===== config.mk =====
export PLATFORM = sky130hd
export DESIGN_NAME = multicycle_controller
export DESIGN_NICKNAME = d
export VERILOG_FILES = /design/src/rtl/multicycle_controller.sv
export SDC_FILE = /design/constraint.sdc
export NUM_CORES = 1
export LEC_CHECK = 0
export BUFFER_PORTS_ARGS = -buffer_cell sky130_fd_sc_hd__buf_2
export CAP_MARGIN = 30
export CORE_AREA = 2 2 39 41
export CTS_BUF_LIST = sky130_fd_sc_hd__clkbuf_16
export CTS_CLUSTER_DIAMETER = 100
export DETAILED_ROUTE_END_ITERATION = 8
export DIE_AREA = 0 0 41 43
export PLACE_DENSITY = 0.74
export SLEW_MARGIN = 20
export SYNTH_ARGS = -nofsm -noshare
export SYNTH_HDL_FRONTEND = slang
export SYNTH_SLANG_ARGS = --single-unit
export TNS_END_PERCENT = 100

===== constraint.sdc =====
create_clock -name clk -period 1.4 [get_ports clk]
set_input_delay 0.07 -clock clk [delete_from_list [all_inputs] [get_ports clk]]
set_output_delay 0.07 -clock clk [all_outputs]
set_load 0.01 [all_outputs]

===== src/rtl/multicycle_controller.sv =====
// rtl/multicycle_controller.sv - main control FSM for the multicycle RV32I core
//
// Steps lw, sw, R-type, I-type ALU, beq and jal through fetch, decode,
// execute, memory and writeback, driving datapath selects and enables.
//
// Ports:
//   clk         in   rising-edge clock
//   rst_n       in   asynchronous active-low reset
//   op[6:0]     in   opcode from the instruction register
//   zero        in   ALU zero flag
//   mem_ready   in   memory completes the current access this cycle
//   pc_write    out  PC enable (pc_update | branch & zero)
//   adr_src     out  memory address select: 0 = PC, 1 = result
//   mem_write   out  memory write strobe
//   ir_write    out  instruction register / OldPC enable
//   result_src  out  00 = ALUOut, 01 = Data, 10 = ALUResult
//   alu_src_a   out  00 = PC, 01 = OldPC, 10 = rd1
//   alu_src_b   out  00 = rd2, 01 = ImmExt, 10 = constant 4
//   alu_op      out  00 = add, 01 = subtract, 10 = funct-decode
//   imm_src     out  00 = I, 01 = S, 10 = B, 11 = J (decoded from op)
//   reg_write   out  register file write enable
//   illegal_op  out  one-cycle pulse in DECODE for an unsupported opcode
module multicycle_controller (
  input  logic       clk,
  input  logic       rst_n,
  input  logic [6:0] op,
  input  logic       zero,
  input  logic       mem_ready,
  output logic       pc_write,
  output logic       adr_src,
  output logic       mem_write,
  output logic       ir_write,
  output logic [1:0] result_src,
  output logic [1:0] alu_src_a,
  output logic [1:0] alu_src_b,
  output logic [1:0] alu_op,
  output logic [1:0] imm_src,
  output logic       reg_write,
  output logic       illegal_op
);

  localparam logic [6:0] OP_LW   = 7'b0000011;
  localparam logic [6:0] OP_SW   = 7'b0100011;
  localparam logic [6:0] OP_R    = 7'b0110011;
  localparam logic [6:0] OP_I    = 7'b0010011;
  localparam logic [6:0] OP_BEQ  = 7'b1100011;
  localparam logic [6:0] OP_JAL  = 7'b1101111;

  typedef enum logic [3:0] {
    S_FETCH    = 4'd0,
    S_DECODE   = 4'd1,
    S_MEMADR   = 4'd2,
    S_MEMREAD  = 4'd3,
    S_MEMWB    = 4'd4,
    S_MEMWRITE = 4'd5,
    S_EXECR    = 4'd6,
    S_EXECI    = 4'd7,
    S_ALUWB    = 4'd8,
    S_BEQ      = 4'd9,
    S_JAL      = 4'd10
  } state_t;

  state_t state, state_next;

  logic pc_update;
  logic branch;
  logic mem_write_s;
  logic ir_write_s;
  logic reg_write_s;
  logic illegal_s;

  always_ff @(posedge clk or negedge rst_n) begin
    if (!rst_n) begin
      state <= S_FETCH;
    end else begin
      state <= state_next;
    end
  end

  always_comb begin
    state_next  = S_FETCH;
    adr_src     = 1'b0;
    mem_write_s = 1'b0;
    ir_write_s  = 1'b0;
    result_src  = 2'b00;
    alu_src_a   = 2'b00;
    alu_src_b   = 2'b00;
    alu_op      = 2'b00;
    reg_write_s = 1'b0;
    illegal_s   = 1'b0;
    pc_update   = 1'b0;
    branch      = 1'b0;

    case (state)
      S_FETCH: begin
        alu_src_b  = 2'b10;
        result_src = 2'b10;
        if (mem_ready) begin
          ir_write_s = 1'b1;
          pc_update  = 1'b1;
          state_next = S_DECODE;
        end else begin
          state_next = S_FETCH;
        end
      end
      S_DECODE: begin
        // ALU precomputes OldPC + imm as the branch target
        alu_src_a = 2'b01;
        alu_src_b = 2'b01;
        case (op)
          OP_LW, OP_SW: state_next = S_MEMADR;
          OP_R:         state_next = S_EXECR;
          OP_I:         state_next = S_EXECI;
          OP_BEQ:       state_next = S_BEQ;
          OP_JAL:       state_next = S_JAL;
          default: begin
            state_next = S_FETCH;
            illegal_s  = 1'b1;
          end
        endcase
      end
      S_MEMADR: begin
        alu_src_a = 2'b10;
        alu_src_b = 2'b01;
        if (op == OP_SW) begin
          state_next = S_MEMWRITE;
        end else if (op == OP_LW) begin
          state_next = S_MEMREAD;
        end else begin
          state_next = S_FETCH;
        end
      end
      S_MEMREAD: begin
        adr_src    = 1'b1;
        state_next = mem_ready ? S_MEMWB : S_MEMREAD;
      end
      S_MEMWB: begin
        result_src  = 2'b01;
        reg_write_s = 1'b1;
        state_next  = S_FETCH;
      end
      S_MEMWRITE: begin
        adr_src     = 1'b1;
        mem_write_s = 1'b1;
        state_next  = mem_ready ? S_FETCH : S_MEMWRITE;
      end
      S_EXECR: begin
        alu_src_a  = 2'b10;
        alu_op     = 2'b10;
        state_next = S_ALUWB;
      end
      S_EXECI: begin
        alu_src_a  = 2'b10;
        alu_src_b  = 2'b01;
        alu_op     = 2'b10;
        state_next = S_ALUWB;
      end
      S_ALUWB: begin
        reg_write_s = 1'b1;
        state_next  = S_FETCH;
      end
      S_BEQ: begin
        alu_src_a  = 2'b10;
        alu_op     = 2'b01;
        branch     = 1'b1;
        state_next = S_FETCH;
      end
      S_JAL: begin
        // PC takes the target from ALUOut while the ALU forms OldPC + 4 for rd
        alu_src_a  = 2'b01;
        alu_src_b  = 2'b10;
        pc_update  = 1'b1;
        state_next = S_ALUWB;
      end
      default: begin
        state_next = S_FETCH;
      end
    endcase
  end

  always_comb begin
    case (op)
      OP_SW:   imm_src = 2'b01;
      OP_BEQ:  imm_src = 2'b10;
      OP_JAL:  imm_src = 2'b11;
      default: imm_src = 2'b00;
    endcase
  end

  // Enables are gated by rst_n so a reset mid-instruction kills pending
  // writes combinationally, before the state register has settled.
  assign pc_write   = rst_n & (pc_update | (branch & zero));
  assign ir_write   = rst_n & ir_write_s;
  assign mem_write  = rst_n & mem_write_s;
  assign reg_write  = rst_n & reg_write_s;
  assign illegal_op = rst_n & illegal_s;

endmodule


# Yosys cells after proc, flatten, opt, wreduce, memory -nomap -nowiden

Cells that the tools add are included.

Bits in writable memories: 0
Bits in read-only memories: 0
Bits in latches: 0
Word-level logic and storage cells: 56
Memories: 0
Bits in registers: 4

$lt $le $gt $ge: 0
Eq/ne operators: 16
Bitwise operators: 7
Shifts and indexed selects: 0
$add $sub $neg: 0
Divide/modulo/power cells: 0
Multipliers: 0
Mux-type cells: 21
Reduce and logical (&&, ||, !) cells: 11

Operators by type and width:

| kind                                                 | count |
|---|---|
| case mux 4 bit (6 select lines)                      | 1 |
| case mux 4 bit (5 select lines)                      | 1 |
| equality test 4 x 3 -> 1 bit (second input constant) | 4 |
| case mux 2 bit (2 select lines)                      | 4 |
| equality test 7 x 6 -> 1 bit (second input constant) | 2 |
| equality test 7 bit (second input constant)          | 2 |
| equality test 4 bit (second input constant)          | 3 |
| OR reduction 2 bit                                   | 6 |
| 2-to-1 mux 1 bit                                     | 9 |
| 2-to-1 mux 3 bit                                     | 3 |
| equality test 4 x 2 -> 1 bit (second input constant) | 2 |
| equality test 7 x 2 -> 1 bit (second input constant) | 1 |
| equality test 7 x 5 -> 1 bit (second input constant) | 1 |
| bitwise AND 1 bit                                    | 6 |
| case mux 2 bit (3 select lines)                      | 1 |
| OR reduction 3 bit                                   | 2 |
| OR reduction 6 bit                                   | 1 |
| equality test 4 x 1 -> 1 bit (second input constant) | 1 |
| zero test 4 bit                                      | 1 |
| OR reduction 4 bit                                   | 1 |
| 2-to-1 mux 2 bit                                     | 1 |
| case mux 1 bit (2 select lines)                      | 1 |
| OR 1 bit                                             | 1 |

# Logic depth before layout (Yosys ltp)

Depth after elaboration: 5
Gate-level depth with buffers: 5
Gate-level depth less buffers: 4

# Worst setup path after synthesis

No wires, ideal clock.

Path type: register to output
Start point: reg state[2]
End point: out illegal_op
Data required time: 1330 ps
Stages on the path, launching flop included: 5
Path buffers: 1
Setup slack: 134 ps
Data arrival time: 1196 ps
Path through: dfrtp_1 -> buf_2 -> nor3_1 -> nand2_1 -> nor3b_1

Cells in the longest elaborated chain, start to end: 3

RTL lines:

| what                         | RTL line | source |
|---|---|---|
| start: declaration           | 63       | `state_t state, state_next;` |
| start signal: assignment     | 76       | `state <= state_next;` |
| equality test 4 x 1 -> 1 bit | 94       | `case (state)` |
| 2-to-1 mux 1 bit             | 94       |  |
| bitwise AND 1 bit            | 196      | `assign illegal_op = rst_n & illegal_s;` |
| end: declaration             | 39       | `output logic illegal_op` |

No other way between the ends.

# Worst setup path in the final report

Start point: reg state[3]
End point: out ir_write

Cells in the longest elaborated chain, start to end: 3

RTL lines:

| what              | RTL line | source |
|---|---|---|
| zero test 4 bit   | 94       |  |
| 2-to-1 mux 1 bit  | 94       |  |
| bitwise AND 1 bit | 193      | `assign ir_write = rst_n & ir_write_s;` |
| end: declaration  | 32       | `output logic ir_write,` |

No other way between the ends.

==> summary.md <==
| Metric | Value |
|---|---|
| Critical-path maximum fanout | 8 |
| Routed len/inst | 13.27 um |
| Largest stage delay on the critical path | 0.47 ns |
| Flops & latches, synth | 4 |
| Depth of the most critical reg-to-reg path | 5 |
| Total Routed Length | 1712 um |
| Area of the mapped netlist | 560.5 um^2 |
| ANT cells | 0 |
| Overall die height | approximately 43 um |
| Placement Rows | 14 |
| Largest register FFs | 4 |
| Port bufs | 26 |
| Post-layout net count | about 130 |
| Status | complete, but fails checks |
| Worst-margin pin slew | roughly 0.36 ns |
| Max-cap viol count | 0 |
| Cell types with the largest area share after synthesis | sky130_fd_sc_hd__dfrtp_1 18%, sky130_fd_sc_hd__and3_1 5.6%, sky130_fd_sc_hd__nor2_1 5.4% |
| Clock tree from TritonCTS | yes |
| Post-Synthesis Net Count | 87 |
| Register with the highest flop count | state |
| Sequential fraction of the synthesis area | 17.86% |
| Yosys warning count | 0 |
| Critical path type | reg -> out |
| Die outline area | 0.001763 mm^2 |
| Layout cells sized above 1 | about half |
| Most common flop cell mapped by yosys | sky130_fd_sc_hd__dfrtp_1 |
| Largest registers | state: 4 flops |
| Clk_lat worst skew | about 0.22 ns |
| Final Power | around 0.00075 W |
| Violated checks | negative setup slack |
| Routability-driven placement congestion ratio | 0.7968 |
| Number of H-tree levels | 1 |
| Final count of pins violating max slew | 0 |
| End point of the worst hold path | state[2]$_DFF_PN0_ |
| Number of top-level pins | 27 |
| Total number of vias | between 700 and 800 |
| First-pass GRT wire length | ~2200 um |
| CP max stage cell | sky130_fd_sc_hd__dfrtp_2 |
| Post-layout util | 67.63% |
| Reg2reg end | state[1]$_DFF_PN0_ |
| Cell count after synthesis | between 70 and 80 |
| Max IR drop VDD | about 0.94 mV |
| Synth async-reset ratio | 100.0% |
| Maximum operating frequency | ~0.70 GHz |
| Post-synth EDFFs | 0 |
| Clock Sinks | 4 |
| Multi-input gate area in the final layout | between 400 and 500 um^2 |
| Count of routing violations after the opening detailed-route iteration | 13 |
| Number of library cell types mapped by synthesis | 35 |
| Maximum clock skew at final layout | around 0.0011 ns |
| Arrival time of the worst setup path | between 1 and 1.5 ns |
| RSZ-0062 raised after global routing | yes |
| ANT nets after route | 0 |
| Worst path setup slack after routing | -0.03577 ns |
| DRC violation count after routing | 0 |
| Largest net degree at the start of global routing | 10 |
| Clk slew on worst S/H paths | about 0.030 ns |
| Fraction of the cycle the final worst path needs | 102.6% |
| Critical Path Start Type | register |
| Vias per std cell | approximately 5.6 |
| Effective utilization at floorplan | between 40 and 50% |
| Number of global-route vias before repair | 600 |
| Dominant cell type by area after synthesis | sky130_fd_sc_hd__dfrtp_1 |
| Post-synthesis to final-layout area growth | 66.96% |
| Hold path cells | 4 |
| CORE AREA | 0.001384 mm^2 |
| Die W | ~41 um |
| Global-route usage over all layers | 17.84% |
| Source of the worst hold timing path | op[6] |
| CTS Buf Count | 3 |
| Critical R2R Launch | state[1]$_DFF_PN0_ |
| Number of iterations in the first detailed-routing pass | 4 |
| Setup violations, final | 4 |
| Critical path cell sequence | buf_6, nor4_4, and3_1, buf_2 |
| Power density of the placed cells | about 800 mW/mm^2 |
| Initial antenna violation count | 0 |
| Static Leak | 0.4867 nW |
| HP Class | in -> reg |
| Mean Syn Cell Area | around 7.4 um^2 |
| Final global-route overflow total | 0 |
| Register-to-register setup slack | 0.07 ns |
| Buffers from clock root to sink, at most | 2 |
| Clock root cell | sky130_fd_sc_hd__clkbuf_16 |
| Final critical delay including setup and external delays | 1.436 ns |
| Fin. Hold Viols | 0 |
| Crit. End Element | output pin |
| Detail Placement HPWL | approximately 1200 um |
| Layout filler cell count | 120 |
| Sequential cell area | approximately 100 um^2 |
| Required time at the endpoint of the critical path | about 1.3 ns |
| Max_slew headroom | between 70 and 80% |
| Share of the synthesized area in the top cell type | between 15 and 20% |
synth_stat cells (all sizes together), types with 2 or more instances:
cell    number
xor2         2
nor2         8
nand2        5
a22oi        2
o21ai        4
nor4         3
buf          5
nand2b       3
o22ai        2
and3         5
xnor2        2
and2         2
nor3b        3
dfrtp        4
nor2b        4
inv          3
a21oi        4
a31oi        2
nor3         3
per-stage QoR:
step / TNS, ns / cell area [um^2] / std cells / hold WS (ns) / worst slack (ns)
2_1_floorplan: 0 / 560.5 / 76 / -0.2256 / 0.1345
3_3_place_gp: 0 / 735.7 / 120 / -0.08419 / 0.09489
3_5_place_dp: 0 / 735.7 / 120 / -0.08320 / 0.05131
4_1_cts: -0.09832 / 858.3 / 126 / 0.2057 / -0.04940
5_1_grt: -0.5514 / 935.9 / 129 / 0.2430 / -0.1275
6_report: -0.1001 / 935.9 / 129 / 0.2167 / -0.03577
placed cells by master, fill, tap and decap left out, drive strengths merged, types with 4 or more instances in the layout:
cell type / count
nor2b: 4
o21ai: 4
nand2: 5
and3: 5
buf: 38
a21oi: 4
nor2: 8
dfrtp: 4
critical path, delay by kind of cell, from the launching register on:
kind | cells | cell delay, ns
buffers and inverters | 2 | 0.28
DFF | 1 | 0.47
and+or+nand+nor | 2 | 0.40
logic make-up after synthesis:
| family | count (synthesis) | share of synthesized area, % |
|---|---|---|
| AND/OR/NAND/NOR | 40 | 45.09 |
| AO/OA/AOI/OAI | 20 | 23.88 |
| buffers and inverters | 8 | 6.920 |
| XOR/XNOR | 4 | 6.251 |
| flip-flops | 4 | 17.86 |
final cells by class:
cell class	instances	share of cell area [%]
Clock buffer	3	8.021
Inverter	3	1.203
Multi-Input combinational cell	64	51.07
Sequential cell	4	11.10
Tap cell	16	2.139
Timing Repair Buffer	39	26.47
timing repair:
| item | in CTS | in global routing |
|---|---|---|
| setup endpoints to repair | 10 | 11 |
| hold endpoints to repair | 4 | 0 |
| resized for setup | 7 | 14 |
| pin swaps | 0 | 7 |
| hold buffers | 1 | 0 |
| setup buffers | 2 | 3 |
power by group:
group / total (W) / switching [W] / internal (W) / leakage (nW)
Sequential: 0.000129 / 0.00000794 / 0.000121 / 0.0498
Clock: 0.000436 / 0.0000718 / 0.000364 / 0.0370
Combinational: 0.000181 / 0.0000909 / 0.0000904 / 0.400
per-layer routing:
layer,track usage (%),part of all wire [%]
met1,19.54,39
met2,32.50,55
met3,2.094,4.8
met4,6.000,1.2
met5,0,0
how the worst max path moves through the flow:
stage	from	endpoint	slack, ns
after global placement	state[0]$_DFF_PN0_	state[1]$_DFF_PN0_	0.09
after global routing	state[0]$_DFF_PN0_	alu_src_b[0]	-0.13
final	state[3]$_DFF_PN0_	ir_write	-0.04
after CTS	state[1]$_DFF_PN0_	ir_write	-0.05
after floorplan	state[2]$_DFF_PN0_	illegal_op	0.13
after detailed placement	state[0]$_DFF_PN0_	state[1]$_DFF_PN0_	0.05
Note: power is estimated with default switching activity, not from simulation.
